--- src/rtl/sprite_line_eval.sv ---
// Per-scanline sprite evaluator: scans OAM and builds a double-buffered
// list of sprites that intersect the requested line.
module sprite_line_eval #(
  parameter int MAX_PER_LINE = 32,
  parameter int OAM_DEPTH    = 64,
  parameter int OAM_AW       = $clog2(OAM_DEPTH)
) (
  input  logic                            clk,
  input  logic                            reset_n,
  input  logic                            line_start,
  input  logic [9:0]                      line_y,
  input  logic [1:0]                      h_mode,
  output logic [OAM_AW-1:0]               oam_addr,
  input  logic [31:0]                     oam_data,
  input  logic [$clog2(MAX_PER_LINE)-1:0] rd_idx,
  output logic [OAM_AW+5:0]               rd_entry,
  output logic [$clog2(MAX_PER_LINE):0]   front_count,
  output logic                            front_overflow,
  output logic                            front_complete,
  output logic                            done
);

  localparam int CW = $clog2(MAX_PER_LINE);
  localparam int EW = OAM_AW + 6;
  localparam logic [CW:0] CMAX = (CW+1)'(MAX_PER_LINE);
  localparam logic [OAM_AW-1:0] LAST = OAM_AW'(OAM_DEPTH - 1);

  typedef enum logic [1:0] {
    IDLE,
    SCAN,
    DONE
  } state_t;

  state_t state_q, state_d;

  logic [1:0][MAX_PER_LINE-1:0][EW-1:0] list_q;
  logic [1:0][CW:0] cnt_q;
  logic [1:0]       ovf_q;
  logic             cmp_q;
  logic             front_sel;
  logic             bk;
  logic [9:0]       y_q;
  logic [1:0]       h_q;
  logic             addr_live;
  logic             p1_vld;
  logic [OAM_AW-1:0] p1_idx;

  logic [4:0]  hmax;
  logic [10:0] diff;
  logic        hit;
  logic        eval;
  logic        full;
  logic [4:0]  row;
  logic        unused_bits;

  assign bk   = ~front_sel;
  assign eval = (state_q == SCAN) && p1_vld;
  assign full = (cnt_q[bk] == CMAX);

  always_comb begin
    hmax = 5'd15;
    unique case (1'b1)
      (h_q == 2'b00): hmax = 5'd7;
      (h_q == 2'b10): hmax = 5'd31;
      default:        hmax = 5'd15;
    endcase
  end

  // 11-bit difference keeps sprites near y=1023 from wrapping onto line 0
  assign diff = {1'b0, y_q} - {1'b0, oam_data[27:18]};
  assign hit  = oam_data[31] && !diff[10] && (diff <= {6'b0, hmax});
  assign row  = oam_data[30] ? (hmax - diff[4:0]) : diff[4:0];

  assign unused_bits = ^{oam_data[29:28], oam_data[17:0]};

  always_comb begin
    state_d = state_q;
    unique case (state_q)
      IDLE: state_d = IDLE;
      SCAN: begin
        if (eval && ((hit && full) || (p1_idx == LAST)))
          state_d = DONE;
      end
      DONE: state_d = DONE;
      default: state_d = IDLE;
    endcase
    if (line_start)
      state_d = SCAN;
  end

  always_ff @(posedge clk or negedge reset_n) begin
    if (!reset_n)
      state_q <= IDLE;
    else
      state_q <= state_d;
  end

  always_ff @(posedge clk or negedge reset_n) begin
    if (!reset_n) begin
      list_q    <= '0;
      cnt_q     <= '0;
      ovf_q     <= '0;
      cmp_q     <= 1'b0;
      front_sel <= 1'b0;
      y_q       <= '0;
      h_q       <= '0;
      oam_addr  <= '0;
      addr_live <= 1'b0;
      p1_vld    <= 1'b0;
      p1_idx    <= '0;
    end else if (line_start) begin
      front_sel         <= bk;
      list_q[front_sel] <= '0;
      cnt_q[front_sel]  <= '0;
      ovf_q[front_sel]  <= 1'b0;
      cmp_q             <= (state_q != SCAN);
      y_q               <= line_y;
      h_q               <= h_mode;
      oam_addr          <= '0;
      addr_live         <= 1'b1;
      p1_vld            <= 1'b0;
    end else if (state_q == SCAN) begin
      p1_vld <= addr_live;
      p1_idx <= oam_addr;
      if (oam_addr == LAST)
        addr_live <= 1'b0;
      else
        oam_addr <= oam_addr + 1'b1;
      if (eval && hit) begin
        if (full) begin
          ovf_q[bk] <= 1'b1;
        end else begin
          list_q[bk][cnt_q[bk][CW-1:0]] <= {p1_idx, row, 1'b1};
          cnt_q[bk] <= cnt_q[bk] + 1'b1;
        end
      end
    end
  end

  assign done           = (state_q == DONE);
  assign front_count    = cnt_q[front_sel];
  assign front_overflow = ovf_q[front_sel];
  assign front_complete = cmp_q;
  assign rd_entry = ({1'b0, rd_idx} < front_count) ?
                    list_q[front_sel][rd_idx] : '0;

endmodule

--- config.mk ---
export PLATFORM = sky130hd
export DESIGN_NAME = sprite_line_eval
export DESIGN_NICKNAME = d
export VERILOG_FILES = /design/src/rtl/sprite_line_eval.sv
export SDC_FILE = /design/constraint.sdc
export NUM_CORES = 1
export LEC_CHECK = 0
export CAP_MARGIN = 0
export CORE_AREA = 3 3 335 337
export CTS_CLUSTER_SIZE = 8
export DETAILED_ROUTE_END_ITERATION = 8
export DIE_AREA = 0 0 338 340
export GPL_TIMING_DRIVEN = 0
export PLACE_DENSITY = 0.51
export SYNTH_ARGS = -nofsm -noshare
export SYNTH_HDL_FRONTEND = slang
export SYNTH_SLANG_ARGS = --single-unit
--- constraint.sdc ---
create_clock -name clk -period 5.95 [get_ports clk]
set_clock_uncertainty 0.2 [all_clocks]
set_input_delay 1.19 -clock clk [delete_from_list [all_inputs] [get_ports clk]]
set_output_delay 1.19 -clock clk [all_outputs]
set_load 0.1 [all_outputs]
==> results of run 1 <==
## report_power, final
part,total [uW],switching (uW),internal [uW]
Clock,5770,2460,3310
Combinational,1950,1600,352
Sequential,5580,20.8,5560
## critical path: cells and delay by family
family | cells | cell delay (ns)
buf+inv | 3 | 2.04
mux | 2 | 1.07
simple gates | 1 | 0.22
## cell type report
cell class,instances,area share (%)
multi-input cells,2204,36.6
diodes,3,0.0170
repair buffers,69,1.94
inverters,32,0.272
well taps,1476,4.19
clock inverters,9,0.321
flip-flops and latches,812,46.1
plain buffers,421,4.23
clock buffers,115,6.38
## per-stage QoR
step / hold slack, ns / setup slack (ns) / setup TNS (ns)
2_1_floorplan: 0.241 / -0.00915 / -0.0915
3_3_place_gp: 0.255 / -35.31 / -
3_5_place_dp: 0.260 / -2.24 / -100.71
4_1_cts: 0.208 / 0.000549 / 0
5_1_grt: 0.234 / -0.00157 / -0.00157
6_report: 0.214 / 0.0178 / 0
## how the worst max path moves through the flow
stage | start | endpoint | cells past startpoint | slack, ns
after floorplan | front_sel | rd_entry[10] | 15 | -0.009
after global placement | reset_n | list_q[197] | 1 | -35.31
after detailed placement | front_sel | rd_entry[2] | 16 | -2.24
after CTS | rd_idx[0] | rd_entry[0] | 8 | 0.0005
after global routing | rd_idx[0] | rd_entry[0] | 8 | -0.002
final | rd_idx[1] | rd_entry[0] | 6 | 0.02
## cells by family after synthesis
family | Yosys count
and+or+nand+nor | 1103
DFF | 812
AOI/OAI and AO/OA | 778
buffers and inverters | 455
muxes | 284
adders and majority gates | 25
xor gates and xnor gates | 14
## routing by layer
metal | vias up | track usage (%) | wire length [um]
met5 | - | 0 | 50
met4 | 8 | 13.8 | 8890
met3 | 354 | 7.05 | 15500
met2 | 1556 | 39.8 | 68400
met1 | 16109 | 36.7 | 62300
li1 | 12967 | - | -
## what timing repair did
| action | in CTS | in global routing |
|---|---|---|
| gates cloned | 0 | 0 |
| endpoints found under the hold margin | 0 | 0 |
| gates resized for setup | 186 | 12 |
| endpoints found under the setup margin | 18 | 12 |
## registers in the layout, summed over array words and instances (netlist names)
signal and flops:
front_sel 1, addr_live 1, h_q 2, y_q 10
state_q 2, cnt_q 12, p1_idx 6, p1_vld 1
oam_addr 6, front_complete 1, ovf_q 2, list_q 768
## cells in the final DEF (no fill, tap or decap), types with 23 or more instances in the layout
cell type	synthesis	layout
o21ai_0	677	677
nand2_1	254	254
clkbuf_1	232	215
o21ai_1	48	48
or4_1	56	56
inv_1	32	32
mux2_2	23	23
ha_1	24	24
buf_2	87	91
nand3_1	664	664
nor2_1	25	25
dfrtp_1	812	811
clkdlybuf4s50_1	0	43
mux4_2	252	252
clkbuf_16	0	112
clkbuf_2	7	23
buf_1	91	72
==> impl_metrics.ini, run 1 <==
[outcome]
outcome = completed

[layout]
syn2layout_area_growth_pct = 15.5
final_layout_size_suffix_gt1_share_pct = 16.1
multiInputGateArea_sq_mm = 0.0161
final_nets = 3729
finalNonFillerCells = 5141
regArea_sq_mm = 0.0203
design_area_sq_mm = 0.0441
fillers = 10602
post-route-util_pct = 40.4

[sta]
post-route-period-util_pct = 99.7
finalCriticalPeriod_ns = 5.93
hold_viol_final = 0
slew_headroom_pct = 7.82
fmax_mhz = 169
tightest_slew_ns = 1.38
setup_viol = 0
slew_violations = 0

[floorplanning]
start_util_pct = 35.0
die_area_sq_mm = 0.115
ios = 79
rows = 121
die_w_um = 338
die_h_um = 340
coreArea_sq_mm = 0.109

[critical_path]
critPathKind = in -> out
cp-start-kind = primary input
r2r-end = list_q[188]
rr_worst_depth = 16
cp_common_cell = mux4_2
reg2reg_from = y_q[0]
crit_chain = clkdlybuf4s50_1 > clkbuf_1 > mux4_2 > mux4_2 > nor2b_1 > buf_4
endpoint_kind = primary output
crit_required_ns = 4.56
crit_arrival_ns = 4.54
path_max_fanout = 10
r2r_slack_ns = 0.81
cpMaxStageDelayCell = clkbuf_1
crit_path_max_incr_delay_ns = 0.96

[cts]
path_clk_slew_ns = 0.05
ctsHtreeMaxLevel = 3
cts-hold-fix-buffers = 0
clk_latency_ns = 0.69
numCtsBuffers = 112
cts_tree = yes
clockBufferDepth = 3
cts_setup_buffers = 0
clkSinkCount = 812
root_buffer = clkbuf_16

[logic_synthesis]
ys_ff_latch = 812
ys_seq_area_share_pct = 53.2
synth_common_cells = dfrtp_1 (812), o21ai_0 (677), nand3_1 (664), nand2_1 (254), mux4_2 (252)
yosys_most_used_dff = dfrtp_1
synth_top_family_by_area = multiplexers
synth_cells = 3471
synth_mux_area_share_pct = 15.8
synth_cell_types = 61
yosysTopAreaCell = dfrtp_1
yosysMostFrequentCell = dfrtp_1
synth-compound-area-share_pct = 10.5
yosys_warnings = 0
yosysTopAreaCellShare_pct = 53.2
mappedNetlistNets = 3548
synthSimpleGateAreaFrac_pct = 14.5
synth_area_leaders = dfrtp_1 (53%), mux4_2 (15%), o21ai_0 (8.9%), nand3_1 (8.7%), nand2_1 (2.5%)
syn_area_sq_mm = 0.0382
synth.avg_cell_area_sq_um = 11.0
synth_xor_area_share_pct = 0.321
synthAdderAreaFrac_pct = 0.838
synth-edff-count = 0
async_flop_share_pct = 100

[placed_design]
place_area_sq_mm = 0.0409
hpwl_um = 109000
dp.cells = 5016
place.gp.congestion = 0.960
portBuffers = 56

[power_and_ir_drop]
power_density_mw_per_mm2 = 301
p_leak_uw = 0.0184
ir_drop_v = 0.000221
total_power_uw = 13300

[detailed_routing]
vias_per_cell = 6.03
vias = 30994
drt-total-wl_um = 155000
drtIter0Drc = 3333
drtPass1Iterations = 5
ant_nets = 0
drc = 0
wire_per_inst_um = 30.2

[job]
max-cap-violations = 0

[global_routing]
grtUsageTotal_pct = 27.0
grt_pass1_vias = 30377
antenna_found_initial = 14
grt.overflow.total = 0
grt_pass1_wl_um = 224000
grt_max_degree = 118

[hold_path]
hold_class = in -> async
(Power assumes the default switching activity.)
==> inputs of run 2 (changes only) <==
CORE_AREA = 3 3 320 353   (was 3 3 335 337)
DIE_AREA = 0 0 323 356   (was 0 0 338 340)
clock period = 6.1 ns   (was 5.95 ns; I/O delays follow)
==> impl_metrics.ini, run 2 (synthesis gave the netlist of run 1 again) <==
[detailed_routing]
drtPass1Iterations = 6
drc = 0
drt-total-wl_um = 156000
vias = 31241
drtIter0Drc = 3389
vias_per_cell = 6.14
ant_nets = 0
wire_per_inst_um = 30.7

[layout]
fillers = 10708
design_area_sq_mm = 0.0441
largest_register_ffs = 768
most-common-layout-cells = dfrtp_1 (811), o21ai_0 (677), nand3_1 (664)
multiInputGateArea_sq_mm = 0.0161
regArea_sq_mm = 0.0203
final_layout_size_suffix_gt1_share_pct = 16.0
mostFrequentLayoutCell = dfrtp_1
final_nets = 3729
top_register = list_q
finalNonFillerCells = 5085
syn2layout_area_growth_pct = 15.3
top_regs = list_q x768, cnt_q x12, y_q x10

[cts]
cts-hold-fix-buffers = 0
clk_latency_ns = 0.68
clockBufferDepth = 3
root_buffer = clkbuf_16
path_clk_slew_ns = 0.05
clkSinkCount = 812
numCtsBuffers = 111
cts_tree = yes
ctsHtreeMaxLevel = 3

[sta]
fmax_mhz = 165
rsz0062_at_grt = no
slew_violations = 0
slew_headroom_pct = 4.10
post-route-period-util_pct = 99.2
tightest_slew_ns = 1.44
finalSetupTns_ns = 0
setup_viol = 0
hold_viol_final = 0
finalCriticalPeriod_ns = 6.05

[power_and_ir_drop]
netSwitchingFraction_pct = 30.4
p_seq_share_pct = 41.9
p_leak_uw = 0.0184
ir_drop_v = 0.000209
p_int_uw = 9030
netSwitchingPower_uw = 3940
power_density_mw_per_mm2 = 295
pwr-share-clk_pct = 43.4
comb_power_share_pct = 14.6

[floorplanning]
rows = 127
coreArea_sq_mm = 0.109
die_area_sq_mm = 0.115
die_w_um = 323
die_h_um = 356
start_util_pct = 34.9
ios = 79

[hold_path]
hold_class = in -> async

[job]
max-cap-violations = 0

[global_routing]
grt.overflow.total = 0
grtUsageTotal_pct = 27.2
grt_pass1_vias = 30952
grt_pass1_wl_um = 226000
antenna_found_initial = 8
grt_max_degree = 114

[critical_path]
cp-start-kind = primary input
critPathKind = in -> out
reg2reg_from = y_q[0]
crit_arrival_ns = 4.63
r2r_slack_ns = 1.11
path_max_fanout = 10
crit_required_ns = 4.68
endpoint_kind = primary output
crit_start = rd_idx[1]

[placed_design]
place.gp.congestion = 0.943
dp.cells = 4960
portBuffers = 56
hpwl_um = 110000
place_area_sq_mm = 0.0409

[outcome]
outcome = completed
==> run 2: cell types whose count changed in the layout (fill, tap and decap cells not counted), moves of 3 or more <==
cell,before,now
diode_2,3,6
buf_2,91,96
buf_4,7,2
clkbuf_2,23,19
==> run 2: metal layers <==
metal,global-route usage (%),wire length (um),part of all wire (%),up-vias
li1,-,-,-,12969
met1,35.5,61500,39,16310
met2,42.5,71900,46,1568
met3,5.62,12900,8.3,394
met4,15.2,9790,6.3,0
met5,0,0,0,-
==> run 2: metrics by stage <==
step           worst slack [ns]  utilization (%)  power (uW)  hold slack, ns
2_1_floorplan             0.111                -        6320           0.241
3_3_place_gp             -35.19             37.1        7380           0.255
3_5_place_dp              -2.28             37.4        7400           0.260
4_1_cts                  0.0143             40.3       13000           0.210
5_1_grt                 0.00725             40.3       13300           0.240
6_report                 0.0515             40.3       13000           0.232
==> run 2: layout make-up <==
cell class                 count  area share [%]
antenna                        6          0.0341
sequential                   812            46.1
clock inverter                 4           0.170
tap                         1419            4.03
buffer                       421            4.22
inverter                      32           0.273
multi-input combinational   2204            36.6
timing repair buffer          70            2.01
clock buffer                 117            6.52
==> run 2: power by group through the flow <==
| stage | clock network (uW) | registers (uW) | logic (uW) |
|---|---|---|---|
| 3_5_place_dp | 0 | 5530 | 1880 |
| 5_1_grt | 5920 | 5440 | 1950 |
| 3_3_place_gp | 0 | 5550 | 1830 |
| 6_report | 5640 | 5440 | 1900 |
| 4_1_cts | 5700 | 5440 | 1890 |
| 2_1_floorplan | 0 | 5560 | 758 |
==> run 2: worst max-delay path, cell delays in order <==
cell and delay, ns:
clkdlybuf4s50_1 0.78, buf_2 0.51, clkdlybuf4s15_2 0.54, mux4_2 0.67
mux4_2 0.51, nor2b_4 0.17, buf_6 0.20
==> run 2: what timing repair did <==
action                                  4_1_cts  5_1_grt
resized for setup                           167       18
endpoints found under the setup margin       18       12
buffers inserted                              0        0
==> run 2: path summary, 6_finish.rpt <==
| kind | to | depth (start not counted) |
|---|---|---|
| setup / recovery | rd_entry[10] | 7 |
| hold / removal | y_q[6] | 1 |
| setup reg to reg | list_q[559] | 18 |
| hold reg to reg | list_q[180] | 2 |
| min in group clk | list_q[180] | 2 |
| max in group asynchronous | list_q[556] | 6 |
